<file path="config.mk">
export PLATFORM = sky130hd
export DESIGN_NAME = irq_pending_unit
export DESIGN_NICKNAME = d
export VERILOG_FILES = /design/src/rtl/irq_pkg.sv /design/src/rtl/irq_sync.sv /design/src/rtl/irq_pending_unit.sv
export SDC_FILE = /design/constraint.sdc
export NUM_CORES = 1
export LEC_CHECK = 0
export ABC_AREA = 1
export ABC_CLOCK_PERIOD_IN_PS = 1390
export BUFFER_PORTS_ARGS = -buffer_cell sky130_fd_sc_hd__buf_2
export CAP_MARGIN = 30
export CORE_MARGIN = 2
export CORE_UTILIZATION = 46
export CTS_CLUSTER_SIZE = 40
export DETAILED_ROUTE_END_ITERATION = 10
export PLACE_DENSITY = 0.74
export SYNTH_ARGS = -nofsm -noshare
export SYNTH_HDL_FRONTEND = slang
export SYNTH_HIERARCHICAL = 1
export SYNTH_SLANG_ARGS = --single-unit
</file>
<file path="constraint.sdc">
create_clock -name clk -period 1.39 [get_ports clk]
set_input_delay 0.2085 -clock clk [delete_from_list [all_inputs] [get_ports clk]]
set_output_delay 0.2085 -clock clk [all_outputs]
set_load 0.005 [all_outputs]
</file>
<file path="src/rtl/irq_pkg.sv">
// Shared interrupt constants and the lowest-set-bit helper used by the pending unit and the PIC.
package irq_pkg;

    localparam int unsigned N_IRQ = 8;
    localparam int unsigned IDX_W = $clog2(N_IRQ);

    localparam logic [N_IRQ-1:0] MASK_RST = '0;

    typedef struct packed {
        logic             valid;
        logic [IDX_W-1:0] idx;
    } lowest_t;

    // Index 0 is highest priority, so the lowest set bit wins.
    function automatic lowest_t lowest_set(input logic [N_IRQ-1:0] vec);
        lowest_t res;
        res = '0;
        for (int i = int'(N_IRQ) - 1; i >= 0; i--) begin
            if (vec[i]) begin
                res.valid = 1'b1;
                res.idx   = IDX_W'(i);
            end
        end
        return res;
    endfunction

endpackage

</file>
<file path="src/rtl/irq_sync.sv">
// One-bit two-flop synchroniser with a delayed copy for rising-edge detection.
module irq_sync (
    input  logic clk,
    input  logic rst,
    input  logic a,
    output logic lvl,
    output logic rise
);

    logic s1;
    logic s2;
    logic s2_d;

    always_ff @(posedge clk) begin
        if (rst) begin
            s1   <= 1'b0;
            s2   <= 1'b0;
            s2_d <= 1'b0;
        end else begin
            s1   <= a;
            s2   <= s1;
            s2_d <= s2;
        end
    end

    assign lvl  = s2;
    assign rise = s2 & ~s2_d;

endmodule

</file>
<file path="src/rtl/irq_pending_unit.sv">
// Interrupt front end: synchronises requests, latches edges, masks, and withholds
// equal/lower-priority requests while an interrupt is in service.
module irq_pending_unit #(
    parameter int unsigned        N_IRQ     = 8,
    parameter int unsigned        IDX_W     = $clog2(N_IRQ),
    parameter logic [N_IRQ-1:0]   EDGE_MASK = 8'hFF
) (
    input  logic             clk,
    input  logic             rst,
    input  logic [N_IRQ-1:0] irq_raw,
    input  logic             mask_we,
    input  logic [N_IRQ-1:0] mask_wdata,
    input  logic             ack,
    input  logic [IDX_W-1:0] ack_num,
    input  logic             eoi,
    output logic [N_IRQ-1:0] intReq,
    output logic [N_IRQ-1:0] pending,
    output logic [N_IRQ-1:0] mask,
    output logic [N_IRQ-1:0] isr,
    output logic             spurious
);

    import irq_pkg::*;

    logic [N_IRQ-1:0] lvl;
    logic [N_IRQ-1:0] rise;
    logic [N_IRQ-1:0] blocked;
    logic [N_IRQ-1:0] ack_oh;
    logic [N_IRQ-1:0] eoi_oh;
    logic [N_IRQ-1:0] pending_d;
    logic [N_IRQ-1:0] mask_d;
    logic [N_IRQ-1:0] isr_d;
    logic             ack_ok;
    logic             spurious_d;
    lowest_t          isr_low;

    for (genvar g = 0; g < N_IRQ; g++) begin : g_sync
        irq_sync u_sync (
            .clk  (clk),
            .rst  (rst),
            .a    (irq_raw[g]),
            .lvl  (lvl[g]),
            .rise (rise[g])
        );
    end

    assign isr_low = lowest_set(isr);

    // Everything at or below the highest-priority in-service line is withheld.
    always_comb begin
        blocked = '0;
        for (int i = 0; i < int'(N_IRQ); i++) begin
            blocked[i] = isr_low.valid && (IDX_W'(i) >= isr_low.idx);
        end
    end

    assign intReq = pending & mask & ~blocked;

    // Ack is validated against the current intReq, so a same-cycle mask write cannot affect it.
    always_comb begin
        ack_oh     = '0;
        eoi_oh     = '0;
        pending_d  = pending;
        mask_d     = mask;
        isr_d      = isr;
        ack_ok     = ack && intReq[ack_num];
        spurious_d = ack && !intReq[ack_num];

        if (ack_ok) begin
            ack_oh = N_IRQ'(1) << ack_num;
        end
        if (eoi && isr_low.valid) begin
            eoi_oh = N_IRQ'(1) << isr_low.idx;
        end

        // EOI retires against the old isr before the ack sets its bit.
        isr_d = (isr & ~eoi_oh) | ack_oh;

        // A fresh edge in the ack cycle wins over the ack clear.
        for (int i = 0; i < int'(N_IRQ); i++) begin
            if (EDGE_MASK[i]) begin
                pending_d[i] = (pending[i] & ~ack_oh[i]) | rise[i];
            end else begin
                pending_d[i] = lvl[i];
            end
        end

        if (mask_we) begin
            mask_d = mask_wdata;
        end
    end

    always_ff @(posedge clk) begin
        if (rst) begin
            pending  <= '0;
            mask     <= MASK_RST;
            isr      <= '0;
            spurious <= 1'b0;
        end else begin
            pending  <= pending_d;
            mask     <= mask_d;
            isr      <= isr_d;
            spurious <= spurious_d;
        end
    end

endmodule

</file>
Word-level counts from Yosys, hierarchy flattened
Cells that the tools add are included.

Bitwise logic cells: 46. Muxes and demuxes: 12. Shifts and indexed selects: 2. $lt $le $gt $ge: 9. Reduce and logical (&&, ||, !) cells: 12.

Operator list (count): 2-to-1 mux 4 bit (8); bitwise AND 8 bit (3); bitwise AND 1 bit (16); 2-to-1 mux 8 bit (2); inverter 1 bit (16); inverter 8 bit (2); << shifter 1 x 3 -> 8 bit, first input constant (2); greater-or-equal comparator 3 bit, first input constant (4); logical AND 1 bit (11); OR 1 bit (8); OR 8 bit (1); greater-or-equal comparator 1 x 3 -> 1 bit, first input constant (2); greater-or-equal comparator 2 x 3 -> 1 bit, first input constant (2); less-than comparator 3 x 4 -> 1 bit, second input constant (1); binary-select mux 1 bit (select 3 bit) (1); zero test 1 bit (1); 2-to-1 mux 1 bit (1).

Input port bits: 24. Bits in registers: 49. Output and inout port bits: 33. Logic and storage cells: 109.

Depth between registers and ports, before layout
Gate-level depths: netlist of the first run.

Depth in word-level cells: 19. Gate-level depth with buffers: 14. Gate-level depth less buffers: 14.

Cells and area by module
The synthesis of the first run kept the hierarchy.

Modules (own cells, without submodules): irq_pending_unit (area an instance 1380.1 µm², cells each 190, seq. area each 500.5 µm², instances 1); irq_sync (area an instance 86.3 µm², cells each 10, seq. area each 60.1 µm², instances 8).

Worst setup path after synthesis of the first run
No wires, ideal clock.

Path kind: reg2reg. Start point: register isr[2]. End point: register pending[0]. Path buffers: 0. Data required time: 1254 ps. Arrival: 1299 ps. Slack: -45 ps. Stages on the path, launching flop included: 13. Clock period less this slack: 1435 ps. Setup time: 136 ps. Path through: dfxtp_1 nor2_4 nand2_4 nor2_2 nand3_2 nor2_2 nor2_1 nand2_1 inv_2 nand2_8 nand4_2 nand2_1 a21oi_2.

Word-level cells in the longest chain between the ends: 14. Elaborated cells between the ends (all ways): 28. Those cells by class: order compare: 8; mux: 6; bitwise: 5; reduce/logical: 9.

Ends and longest elaborated chain: start: declaration (RTL line irq_pending_unit.sv:19) `output logic [N_IRQ-1:0] isr,`; start signal: assignment (RTL line irq_pending_unit.sv:102) `isr <= isr_d;`; 2-to-1 mux 4 bit * (3 in series) (RTL line irq_pkg.sv:19) `if (vec[i]) begin`; greater-or-equal comparator 1 x 3 -> 1 bit (tied with other cells) (RTL line irq_pending_unit.sv:53) `blocked[i] = isr_low.valid && (IDX_W'(i) >= isr_low.idx);`; logical AND 1 bit (RTL line irq_pending_unit.sv:53); inverter 8 bit * (RTL line irq_pending_unit.sv:57) `assign intReq = pending & mask & ~blocked;`; bitwise AND 8 bit * (RTL line irq_pending_unit.sv:57); binary-select mux 1 bit (select 3 bit) * (RTL line irq_pending_unit.sv:66) `ack_ok = ack && intReq[ack_num];`; 2-to-1 mux 1 bit (implied by the code) * (RTL line irq_pending_unit.sv:66); logical AND 1 bit * (RTL line irq_pending_unit.sv:66); 2-to-1 mux 8 bit * (RTL line irq_pending_unit.sv:69) `if (ack_ok) begin`; inverter 1 bit * (RTL line irq_pending_unit.sv:82) `pending_d[i] = (pending[i] & ~ack_oh[i]) | rise[i];`; bitwise AND 1 bit * (RTL line irq_pending_unit.sv:82); OR 1 bit * (RTL line irq_pending_unit.sv:82); end signal: assignment (RTL line irq_pending_unit.sv:100) `pending <= pending_d;`; end: declaration (RTL line irq_pending_unit.sv:17) `output logic [N_IRQ-1:0] pending,`.

Every way passes the cells marked *; elsewhere a longest branch is shown, timed or not. The select of a mux whose other input is x is not followed. A chain may end at the register's enable or synchronous reset.

Final worst setup path of the first run
Start point: register isr[3]. End point: register pending[3].

Word-level cells in the longest chain between the ends: 15. Elaborated cells between the ends (all ways): 29. Those cells by class: order compare: 8; mux: 7; bitwise: 5; reduce/logical: 9.

Ends and longest elaborated chain (RTL line): 2-to-1 mux 4 bit * (4 in series) (irq_pkg.sv:19); greater-or-equal comparator 1 x 3 -> 1 bit (tied with other cells) (irq_pending_unit.sv:53); logical AND 1 bit (irq_pending_unit.sv:53); inverter 8 bit * (irq_pending_unit.sv:57); bitwise AND 8 bit * (irq_pending_unit.sv:57); binary-select mux 1 bit (select 3 bit) * (irq_pending_unit.sv:66); 2-to-1 mux 1 bit (implied by the code) * (irq_pending_unit.sv:66); logical AND 1 bit * (irq_pending_unit.sv:66); 2-to-1 mux 8 bit * (irq_pending_unit.sv:69); inverter 1 bit * (irq_pending_unit.sv:82); bitwise AND 1 bit * (irq_pending_unit.sv:82); OR 1 bit * (irq_pending_unit.sv:82).

Marks and branches as above.

==> metrics list, run 1 <==
* Number of CTS-inserted buffers: 5
* Power density of the placed cells: around 960 nW/um^2
- Routed WL per cell: 13.5 um
- Clock tree synthesis selected as its root buffer the cell clkbuf_8.
- Total number of vias: 2089
* Final Util: a little over two thirds
- Total power for the finished layout comes to between 2 and 3 mW.
- Buffers placed on the I/O ports in this run total 56.
* Final RePlAce weighted congestion: 0.965
- For this design the static power due to leakage is 1.43 nW.
* Fmax achieved: 0.578 GHz
- After detailed placement, the total cell area comes to 2570 um^2.
- The number of max-slew violations in the final report is 0.
- For this run, asynchronously set or reset flops after synthesis account for 0%.
- In the routed design, unresolved DRC markers number 0.
* Arrival time of data at the critical path endpoint: 1.91 ns
* Register-to-Register Path Depth: 12
- The path with the worst hold slack has its endpoint at g_sync[6].u_sync/s1.
- Once placement completed, the tool counted placed cells totaling 397.
- Global-route wire length before repair: between 8 and 9 mm
- Flop and latch count out of synthesis: approximately 50
- Layout cell share with drive strength beyond 1: 50.5%
* Worst path required time: 1.57 ns
* Slowest cell on the critical path: dfxtp_2
- The tightest min-delay check is of the input port to register type.
- Number of max-cap violations: 0
- The worst register-to-register path ends at pending[3].
- Clock tree synthesis found a total of 49 sinks.
- Most area-hungry cell type in the Yosys netlist: dfxtp_1
* Post-route clock period utilization: 125%
* Cell variety after synth: 26
* Most repeated cell in the gate-level netlist after synthesis: nor2_1
- Height of the die: 71.1 um
- Hold buffers post-CTS: 0
* Count of flip-flops with a built-in enable after synthesis: 0
* Final Worst Setup Slack: -0.341 ns
- For this run, the total global-route usage over all layers was measured as 21.7%.
* H-Tree Level Count: 2
- Counting every instance in the synthesized netlist gives 270.
- Capturing element type of the critical path: register
* Part of the power in combinational logic: 14.8%
- 57 I/O pins were placed.
- IR analysis of the VDD net gives a maximum drop of a little over 0.001 V.
* DRT Wirelength: around 5.6 mm
- Starting density of the core: 47.6%
- Switching power as a share of total power: 25.7%
* Mean Syn Cell Area: about 7.7 um^2
- Entering global routing, the biggest net connects 23 pins.
- After detailed routing, the number of vias per cell comes to 5.00.
- Detailed placement finished with a half-perimeter wire length of 3.63 mm.
* Critical path class: register to register
- For this run, the detailed router's first-pass iteration total came to 5.
- Most frequent cell on the critical path: nand2_2
- Transition time of the tightest slew-check pin: 0.434 ns
- The worst setup path is launched from a register.
- From synthesis to final layout, the design area changed by 47.9%.
* Internal portion of total power: 2.18 mW
- Sorting the synthesized cells by area gives the leading types as dfxtp_1 (47%), nor2_1 (10%), inv_1 (9.2%), nand2_1 (6.7%), nand4_2 (4.8%).
- Yosys warns: 6
* NetSw: 755 uW
- Final worst path period need: 1.73 ns
* Final setup fails: 23
* Violated checks: setup timing
- The floorplan has 24 rows.
- The final count of hold timing violations came to 0.
- The commonest cells after synthesis are nor2_1 (57), inv_1 (51), dfxtp_1 (49), nand2_1 (37), o21ai_0 (14).
* Setup slack of the most critical reg-to-reg path: -0.34 ns
- Setup repair after global routing missed its margin: yes
- The floorplan step defined a die boundary enclosing 5050 um^2.
- The number of nets handed over by synthesis was 294.
- Post-Synthesis Cell Area: 2070 um^2
- After clock tree synthesis, the clock-pin slew on the worst setup and hold paths is around 0.090 ns.
* Portion of the post-synthesis area used by sequential elements: 47.4%
- Die span in x: a little over 70 um
* Number of nets still failing antenna checks after routing: 0
- Starting DRT DRC Count: 140
- Initial antenna violation count: 0
* Startpoint of the worst register-to-register path: isr[3]
- The synthesized design devotes to its leading area cell type 47.4% of total area.
- After floorplanning, the core was sized to cover 4350 um^2.
- In this run, the clock network consumes 34.1% of the power.
- Critical hold path startpoint: irq_raw[6]
- CP peak stage delay: 0.35 ns
* Worst hold slack: 0.107 ns
- Share of total power in sequential cells: between 50 and 60%
- Global routing finished with a remaining overflow of 0.
- Non-Filler Instances: 418
- At the end of the flow, the number of nets in the layout was 389.
- Antenna diode count: 0
- Most used flip-flop cell after synthesis: dfxtp_1
- In this run the deepest clock path goes through 2 buffers.
* Outcome: finished with violations
- Fill cells in the final layout number 316.
- TritonCTS clock tree: built
- Summed area of non-filler cells in the final layout: 3060 um^2
- Measured against its own limit, the worst slew margin works out to 70.9%.
- The later pin in the worst-skew pair is clocked with a latency of ~0.30 ns.
* Cells on Worst Hold Path: 3
- Vias in the first global route: 1889
* Cell chain of the critical path: nor2_4 > nand2_4 > inv_4 > nand2_2 > nor2_2 > nand3_1 > nand2_1 > inv_2 > nand2_8 > nand4_4 > nand2_2 > a21oi_2
- Of all nets on the critical path, the largest fanout is 6.
* Final Skew: 0.00860 ns
==> critical path: cells and delay by family, from the launching register on <==
kind / cells / cell delay, ns
flops: 1 / 0.35
simple gates: 9 / 1.01
buf+inv: 2 / 0.18
compound gates: 1 / 0.06
==> through the flow <==
step / worst slack [ns] / setup TNS [ns]
after global routing: -0.423 / -7.80
after global placement: -0.164 / -1.69
after detailed placement: -0.195 / -2.28
final: -0.341 / -6.00
after CTS: -0.310 / -3.94
after floorplan: -0.0292 / -0.177
==> cell type report <==
cell class,instances,area (um^2),share of cell area (%)
multi-input combinational,164,1110,36.3
sequential,49,1000,32.8
timing repair buffer,91,562,18.3
inverter,54,208,6.78
clock buffer,5,68.8,2.25
tap,52,65.1,2.12
clock inverter,3,43.8,1.43
==> state kept, by name, summed over array words and instances, names as in the netlist <==
| register | count |
|---|---|
| g_sync.u_sync/lvl | 8 |
| pending | 8 |
| g_sync.u_sync/s2_d | 8 |
| spurious | 1 |
| mask | 8 |
| isr | 8 |
| g_sync.u_sync/s1 | 8 |
==> worst max path at each step <==
stage | cells after the start | from | end
2_1_floorplan | 12 | isr[1] | pending[0]
3_3_place_gp | 12 | isr[1] | pending[2]
3_5_place_dp | 12 | isr[1] | pending[2]
4_1_cts | 7 | isr[4] | intReq[2]
5_1_grt | 12 | isr[3] | pending[3]
6_report | 12 | isr[3] | pending[3]
==> power groups by stage <==
| stage | registers [mW] | clock network, mW | logic (mW) |
|---|---|---|---|
| 3_3_place_gp | 1.53 | 0 | 0.325 |
| 4_1_cts | 1.50 | 1.03 | 0.379 |
| 6_report | 1.50 | 1.00 | 0.436 |
| 2_1_floorplan | 1.53 | 0 | 0.174 |
| 5_1_grt | 1.51 | 1.09 | 0.476 |
| 3_5_place_dp | 1.53 | 0 | 0.331 |
==> cell usage in the layout (no fill, tap or decap), types with 4 or more instances in the layout <==
cell      instances
nor2_1           50
nor2_4            7
buf_4            30
dfxtp_4           4
a21oi_2          16
buf_2            56
inv_2             5
nand2_1          19
inv_1            46
clkbuf_8          5
nor2_2            7
nand4_4           8
dfxtp_2           6
nand2_2          18
buf_6             5
nand2_4           4
dfxtp_1          39
o21ai_0          14
==> cell families (layout without fill, tap and decap cells) <==
family | Yosys count | count (layout) | synth area share, %
compound gates | 36 | 36 | 10.9
buf+inv | 58 | 153 | 11.0
flops | 49 | 49 | 47.4
simple gates | 127 | 128 | 30.7
==> per-layer routing <==
layer / track usage [%] / share of wire (%)
met1: 26.1 / 40
met2: 37.7 / 51
met3: 4.42 / 4.8
met4: 9.01 / 4.0
met5: 0 / 0
==> what timing repair did <==
item / CTS / global route
gates resized for setup: 39 / 39
pin swaps: 17 / 32
setup endpoints to repair: 25 / 25
buffers inserted: 9 / 3
gates cloned: 1 / 0
Note: power is estimated with default switching activity, not from simulation.
==> inputs of run 2 (changes only) <==
--- a/config.mk
+++ b/config.mk
@@ -14,6 +14,7 @@
 export CTS_CLUSTER_SIZE = 40
 export DETAILED_ROUTE_END_ITERATION = 10
 export PLACE_DENSITY = 0.74
+export SETUP_SLACK_MARGIN = 0.05
 export SYNTH_ARGS = -nofsm -noshare
 export SYNTH_HDL_FRONTEND = slang
 export SYNTH_HIERARCHICAL = 1
==> run 2 against run 1 <==
  * Largest power group unchanged
  * Sequential cell count did not move
  * Sequential share of layout area fell by 0.47 points
  * Fmax rose by 3.1%
  * Via count fell by 1.9%
  * Sequential power barely moved
  * Die area did not move
  * Non-clock buffer count rose by 2
  * Design area rose by 2.1%
  * The run still ends with setup timing left
  * Critical path depth fell by 3
  * Register-to-register slack improved by 0.08 ns
==> metrics list, run 2 (synthesized netlist as in run 1, its figures left out) <==
- Outcome: finished with violations
- Violated checks: setup timing
- Most used cells in the layout excluding fill and tap cells: buf_2 (55), nor2_1 (51), inv_1 (45)
- The initialized floorplan defines 24 standard-cell rows.
* Worst hold path endpoint: g_sync[1].u_sync/s1
- Total number of vias: 2049
- Number of I/O port buffers: 56
* Starting DRT DRC Count: around 110
* CP Max Fanout: 3
* Cell leakage power: 1.45 nW
- Arrival time of data at the critical path endpoint: 1.47 ns
* Vias in the first global route: 1885
* Final setup fails: 23
- Along the worst hold path, the cell count comes to 3.
* Worst path required time: 1.18 ns
- 0 antenna diodes ended up in the layout.
* Initial antenna violation count: 0
* Final HPWL from detailed placement: 3.63 mm
- For the pin with the worst max-slew slack, the measured transition is ~0.41 ns.
* Setup crit start kind: register
- Cell chosen for the clock root: clkbuf_8
- Maximum number of pins on one net before global-route repair: 23
* Critical path class: register to output port
* Setup repair after global routing missed its margin: yes
- Starting density of the core: 47.6%
- The worst setup path is captured at an output port.
- Post-Place Setup Slack: -0.195 ns
- Hold buffers post-CTS: 0
- Worst r2r dst: pending[2]
- The final critical path takes up 121% of the cycle.
- Setup slack of the most critical reg-to-reg path: -0.26 ns
- Buffers inserted during clock tree synthesis total 5.
* Startpoint of the worst register-to-register path: isr[4]
- The multi-input combinational cells in the finished layout cover a total of ~1100 um^2.
- The die is roughly 71 um tall.
- Clock slew at reported path FFs: 0.09 ns
- Global-route track usage on met1: 26.1%
* Clock Tree Buf Depth: 2
- Worst hold slack: 0.106 ns
- Storage element area: 1010 um^2
- Routability-driven placement finished with a final weighted congestion of between 0.9 and 1.
- TritonCTS built the clock tree.
- 57 I/O pins were placed.
- Final sum of negative setup slack: -4.58 ns
* Growth of design area from synthesis to finish: 51.0%
* Register-to-Register Path Depth: 13
* FILL cells: approximately 320
* Aggregate global-route resource usage: a little over a fifth
* Instance area at placement: 2570 um^2
* Number of max-cap violations: 0
* Number of nets in the layout: 391
- Global-route wire length before repair: 8.66 mm
- Final worst path period need: 1.68 ns
* Max_slew headroom: 72.4%
- Worst skew pair latency: 0.30 ns
- Die Area: slightly above 5000 um^2
- Critical hold path startpoint: irq_raw[1]
* Met2 demand-to-capacity share in global routing: 37.7%
- Die span in x: 71.1 um
* Met3 routing resource usage after global routing: 3.99%
- Count of final hold-check violations: 0
- Number of pins exceeding their max-slew limit in the final report: 0
- Routed WL per cell: ~13 um
- Number of remaining DRC errors: 0
* H-Tree Level Count: 2
- The library cell used most frequently in the layout, excluding fill and tap cells, is buf_2.
- The count of nets left with antenna violations once routing finished came out at 0.
- Final Skew: approximately 0.0081 ns
- Largest voltage drop on the vdd net: 0.000986 V
- Gr ovfl total: 0
* Number of iterations in the first detailed-routing pass: 4
- Layout cell share with drive strength beyond 1: 52.2%
* Overall power consumption: 2.95 mW
- Via density per instance: roughly 4.9
- For this design, the sink count on the clock tree is 49.
- For this design the ratio of total power to cell area is 943 nW/um^2.
* Total core area: between 4000 and 5000 um^2
- DRT Wirelength: 5.63 mm
- Classification of the worst-slack hold path: input port to register
* Summed area of non-filler cells in the final layout: 3130 um^2
- After layout, the worst setup slack is -0.290 ns.
- Most Used Layer, Global Route: met2
- Fmax achieved: around 0.60 GHz
## run 2: changes by cell type in the layout (fill, tap and decap cells not counted), sizes merged
| cell | before | now |
|---|---|---|
| buf | 91 | 93 |
## run 2: worst max-delay path: stages, from the launching register on
cell and delay [ns]:
dfxtp_4 0.37, buf_4 0.14, inv_2 0.05, nand2_2 0.04, nand2_2 0.08, nand2_2 0.06
nand2_2 0.09, nand2_4 0.07, a21boi_2 0.14, buf_2 0.13
## run 2: how the worst max path moves through the flow
stage	startpoint	cells after the start	to	slack, ns
finish	isr[4]	9	intReq[4]	-0.29
global route	isr[4]	13	pending[2]	-0.38
CTS	isr[4]	7	intReq[2]	-0.31
floorplan	isr[1]	12	pending[0]	-0.03
detailed placement	isr[1]	12	pending[2]	-0.19
global placement	isr[1]	12	pending[2]	-0.16
## run 2: cell type report
class                   instances  share of cell area (%)
inverters                      54                    6.64
well taps                      52                    2.08
repair buffers                 93                    19.0
clock buffers                   5                    2.20
flip-flops and latches         49                    32.3
multi-input cells             164                    36.4
clock inverters                 3                    1.40
## run 2: through the flow
stage	util [%]	instances
floorplan	-	270
global placement	59.0	397
detailed placement	59.0	397
CTS	67.2	415
global route	71.8	420
finish	71.8	420
## run 2: power breakdown
part	total [mW]	internal (mW)	leakage (nW)	switching, mW
Sequential	1.50	1.46	0.410	0.0408
Clock	1.00	0.539	0.0585	0.465
Combinational	0.444	0.189	0.979	0.256
Total	2.95	2.19	1.45	0.761
## run 2: layer usage
metal | wire length [um] | vias up
met5 | 0 | -
met4 | 201 | 0
met3 | 234 | 17
met2 | 2910 | 55
met1 | 2280 | 947
li1 | - | 1030
## run 2: repair_timing
item / in CTS / in global routing
pin swaps: 17 / 28
resized for setup: 44 / 49
setup buffers: 9 / 5
setup endpoints to repair: 25 / 25
cloned: 1 / 0
